$ cat src/rtl/bcd_count_7.sv
// ============================================================================
// Module      : bcd_count_7
// Description : Two-digit BCD up-counter with a run-time terminal count.
//               Optional wrap-around at the limit via BCD_COUNT_WRAP_EN.
// Revision    : 1.0 - initial release
// ============================================================================
`default_nettype none

module bcd_count_7 (
    input  logic       CLK,
    input  logic       RST_N,
    input  logic [6:0] max_count,
    input  logic       run,
    output logic [3:0] digit_1,
    output logic [3:0] digit_2
);

    localparam logic [6:0] C_MAX_LIMIT = 7'd99;
    localparam logic [3:0] C_DIGIT_MAX = 4'd9;

    logic [3:0] ones_q, ones_d;
    logic [3:0] tens_q, tens_d;
    logic [6:0] limit_q, limit_d;

    logic [6:0] w_limit_clamped;
    logic [6:0] w_count_bin;
    logic       w_at_limit;

    assign w_limit_clamped = (max_count > C_MAX_LIMIT) ? C_MAX_LIMIT : max_count;

    // 10*tens + ones, built from shifts; at most 99 so 7 bits suffice
    assign w_count_bin = ({3'b000, tens_q} << 3) + ({3'b000, tens_q} << 1)
                       + {3'b000, ones_q};
    assign w_at_limit  = (w_count_bin == limit_q);

    always_comb begin
        ones_d  = ones_q;
        tens_d  = tens_q;
        limit_d = limit_q;
        if (!run) begin
            ones_d  = 4'd0;
            tens_d  = 4'd0;
            limit_d = w_limit_clamped;
        end else if (w_at_limit) begin
`ifdef BCD_COUNT_WRAP_EN
            ones_d = 4'd0;
            tens_d = 4'd0;
`else
            ones_d = ones_q;
            tens_d = tens_q;
`endif
        end else if (ones_q == C_DIGIT_MAX) begin
            ones_d = 4'd0;
            tens_d = tens_q + 4'd1;
        end else begin
            ones_d = ones_q + 4'd1;
        end
    end

    always_ff @(posedge CLK) begin
        if (!RST_N) begin
            ones_q  <= 4'd0;
            tens_q  <= 4'd0;
            limit_q <= 7'd0;
        end else begin
            ones_q  <= ones_d;
            tens_q  <= tens_d;
            limit_q <= limit_d;
        end
    end

    assign digit_1 = ones_q;
    assign digit_2 = tens_q;

endmodule

`default_nettype wire

$ cat config.mk
export PLATFORM = sky130hd
export DESIGN_NAME = bcd_count_7
export DESIGN_NICKNAME = d
export VERILOG_FILES = /design/src/rtl/bcd_count_7.sv
export SDC_FILE = /design/constraint.sdc
export NUM_CORES = 1
export LEC_CHECK = 0
export CAP_MARGIN = 30
export CORE_MARGIN = 4
export CORE_UTILIZATION = 50
export DETAILED_ROUTE_END_ITERATION = 8
export GPL_TIMING_DRIVEN = 0
export PLACE_DENSITY_LB_ADDON = 0.2
export REMOVE_ABC_BUFFERS = 1
export SLEW_MARGIN = 30
export SYNTH_ARGS = -nofsm -noshare
export SYNTH_HDL_FRONTEND = slang
export SYNTH_SLANG_ARGS = --single-unit
$ cat constraint.sdc
create_clock -name CLK -period 3 [get_ports CLK]
set_input_delay 0.3 -clock CLK [delete_from_list [all_inputs] [get_ports CLK]]
set_output_delay 0.3 -clock CLK [all_outputs]
set_load 0.01 [all_outputs]
==> impl_metrics.json <==
{
  "run_status": "finished, final reports clean",
  "finalCriticalPeriod_ps": 2818,
  "final_cells": 141,
  "cp_max_fo": 6,
  "placed_cell_area_um2": 1122,
  "post_drt_via_cell_ratio": 5.106,
  "io_buf_count": 17,
  "worstMarginPinSlew_ps": 417.2,
  "critical_path.max_stage_delay_ps": 570,
  "p_clk_frac": 0.291,
  "drv_cap": 0,
  "p_leak_uw": 0.0004853,
  "syn_inst": 97,
  "highest_clock_frequency_the_design_can_meet_mhz": 354.9,
  "report.final.hold_viol_count": 0,
  "power_density_nw_per_um2": 343.2,
  "gp_congestion": 0.7189,
  "num-fill-cells": 153,
  "cts-htree-levels": 1,
  "clock_root_cell": "sky130_fd_sc_hd__clkbuf_4",
  "ff_latch_area_um2": 301.5,
  "dpl.cell_count": 137,
  "comb_power_share": 0.169,
  "multi_input_area_um2": 613.1,
  "cts_setup_buffers": 0,
  "synth.yosys.warnings": 0,
  "setup_violations": 0,
  "cp_slowest_cell": "sky130_fd_sc_hd__fa_1",
  "die_area_um2": 2610,
  "worst_ep_arrival_time_ps": 3040,
  "max-vdd-ir-drop_mv": 0.2294,
  "path_clk_slew_ps": 90,
  "grt_setup_unrepaired": "no",
  "routed_wire_length_per_instance_um": 11.19,
  "totalWireLength_um": 1578,
  "final-max-slew-violation-count": 0,
  "synth.ff_latch_count": 15,
  "firstDrtPassIters": 4,
  "starting_density_of_the_core": 0.5319,
  "fin_total_pwr_uw": 394.6,
  "numCtsBuffers": 3,
  "pre_cts_ws_ps": 120.6,
  "worstSetupEndpointType": "flip-flop",
  "r2r_cells": 8,
  "netlist-cell-type-count": 28,
  "clkSinkCount": 15,
  "core_um2": 1745,
  "routed-via-count": 720,
  "synth.yosys.seq_area_share": 0.3235,
  "drt_iter0_markers": 7,
  "detailed_route_drc_error_count": 0,
  "drive_above_1_share": 0.1207,
  "clk_path_buf_depth": 2,
  "critical_path.cell_chain": "fa_1 > fa_1 > xnor2_1 > nand4_2 > nor4b_4 > a21oi_2 > nand4_1 > mux2i_1",
  "gr-usage-all-layers": 0.1510,
  "antenna_cells": 0,
  "drt.antenna.violating_nets": 0,
  "globalRoute.totalOverflow": 0,
  "syn_area_um2": 928.4,
  "cpMostUsedCell": "sky130_fd_sc_hd__fa_1",
  "clock_tree_from_tritoncts": "built",
  "nNetsFinal": 137,
  "largest_net_degree_at_the_start_of_global_routing": 13,
  "async_reset_ff_frac": 0,
  "crit_type": "flip-flop to flip-flop",
  "antenna_found_initial": 0,
  "switching_power_uw": 99.01,
  "area.growth.synth_to_final_pct": 23.85,
  "internal_power_uw": 295.6,
  "worstSkewPairLatency_ps": 280,
  "postLayoutCellArea_um2": 1150,
  "die_h_um": 51.09,
  "finalWorstSetupSlack_ps": 182.2,
  "floorplan.rows": 15,
  "critical_path.startpoint_type": "flip-flop",
  "hpwl_um": 1317,
  "worst_hold_path_type": "flip-flop to flip-flop",
  "slew_headroom": 0.7210,
  "synth.avg_cell_area_um2": 9.571,
  "post-route-period-util": 0.9393,
  "sum_of_negative_setup_slack_ps": 0,
  "ys_dominant_reg_cell": "sky130_fd_sc_hd__dfxtp_1",
  "power.share.sequential": 0.540,
  "clock_skew_ps": 1.875,
  "ioPinCount": 18,
  "via_count_of_the_first_global_routing_pass": 727,
  "die_x_um": 51.09,
  "cp.required_ps": 3220,
  "global_route_wire_length_before_repair_um": 2987,
  "min_path_cells": 2,
  "synth-edff-count": 0,
  "power.share.switching": 0.2509
}
## placed cells by master, fill, tap and decap left out, drive strengths merged, types with 2 or more instances in the layout
| cell | count |
|---|---|
| xnor2 | 11 |
| a21oi | 7 |
| mux2i | 5 |
| dfxtp | 15 |
| nor2 | 6 |
| nor2b | 3 |
| nor3 | 3 |
| clkbuf | 4 |
| nand2 | 10 |
| o221a | 2 |
| clkdlybuf4s50 | 17 |
| nand4 | 2 |
| inv | 2 |
| fa | 2 |
| and2 | 3 |
| nand3 | 4 |
| ha | 8 |
| o21ai | 4 |
## cell type report
class                   count  share of cell area
clock buffers               4             0.02285
flip-flops and latches     15              0.2622
multi-input cells          78              0.5332
well taps                  25             0.02720
repair buffers             17              0.1480
inverters                   2            0.006529
## worst max-delay path: cells and delay by family, from the launching register on
family	cells	cell delay [ps]
adders and majority gates	2	1070
xor gates and xnor gates	1	130
and+or+nand+nor	3	740
muxes	1	170
DFF	1	440
AOI/OAI and AO/OA	1	180
## layer usage
| layer | routed length, um | global-route usage | vias to the layer above | share of wire |
|---|---|---|---|---|
| met5 | 0 | 0 | - | 0 |
| met1 | 734 | 0.1784 | 321 | 0.47 |
| li1 | - | - | 381 | - |
| met4 | 45 | 0.08072 | 0 | 0.029 |
| met3 | 75 | 0.02624 | 5 | 0.048 |
| met2 | 722 | 0.2575 | 13 | 0.46 |
## synth_stat cells, types with 3 or more instances
master,number,area [um2]
sky130_fd_sc_hd__nor2_1,6,22.52
sky130_fd_sc_hd__nand2_1,10,37.54
sky130_fd_sc_hd__xnor2_1,10,87.58
sky130_fd_sc_hd__nor2b_1,3,18.77
sky130_fd_sc_hd__and2_1,3,18.77
sky130_fd_sc_hd__mux2i_1,5,50.05
sky130_fd_sc_hd__nand3_1,4,20.02
sky130_fd_sc_hd__o21ai_0,4,20.02
sky130_fd_sc_hd__ha_1,8,100.1
sky130_fd_sc_hd__nor3_1,3,15.01
sky130_fd_sc_hd__a21oi_1,5,25.02
sky130_fd_sc_hd__dfxtp_1,15,300.3
## through the flow
| stage | hold slack (ps) | utilization |
|---|---|---|
| global placement | 525.1 | 0.6430 |
| global route | 572.9 | 0.6588 |
| CTS | 547.1 | 0.6581 |
| detailed placement | 529.3 | 0.6430 |
| floorplan | 421.7 | - |
| finish | 542.3 | 0.6588 |
## repair_timing
item / CTS / global route
gates resized for setup: 0 / 1
hold buffers: 0 / 0
endpoints found under the hold margin: 0 / 0
endpoints found under the setup margin: 0 / 1
## power groups by stage
stage / Clock [uW] / Sequential, uW / Combinational (uW)
floorplan: 0 / 218 / 41.0
global placement: 0 / 218 / 65.4
detailed placement: 0 / 218 / 67.6
CTS: 121 / 213 / 67.7
global route: 129 / 215 / 73.6
finish: 115 / 213 / 66.8
## sequential cells by signal, summed over array words and instances, names as in the netlist
register / flops
digit_1: 4
limit_q: 7
digit_2: 4
## cell families (layout without fill, tap and decap cells)
| group | count (synthesis) | count (layout) | share of synthesized area |
|---|---|---|---|
| buf+inv | 4 | 23 | 0.01618 |
| fa+ha+maj | 10 | 10 | 0.1509 |
| compound gates | 16 | 16 | 0.1226 |
| simple gates | 35 | 35 | 0.2116 |
| xor+xnor | 12 | 12 | 0.1213 |
| flops | 15 | 15 | 0.3235 |
| mux | 5 | 5 | 0.05391 |
## path summary, 6_finish.rpt
| check | from | endpoint | slack, ps |
|---|---|---|---|
| max | digit_2[2] | digit_2[3] | 180 |
| min | limit_q[6] | limit_q[6] | 540 |
| max reg2reg | digit_2[2] | digit_2[3] | 180 |
| min reg2reg | limit_q[6] | limit_q[6] | 540 |
(Power assumes the default switching activity.)
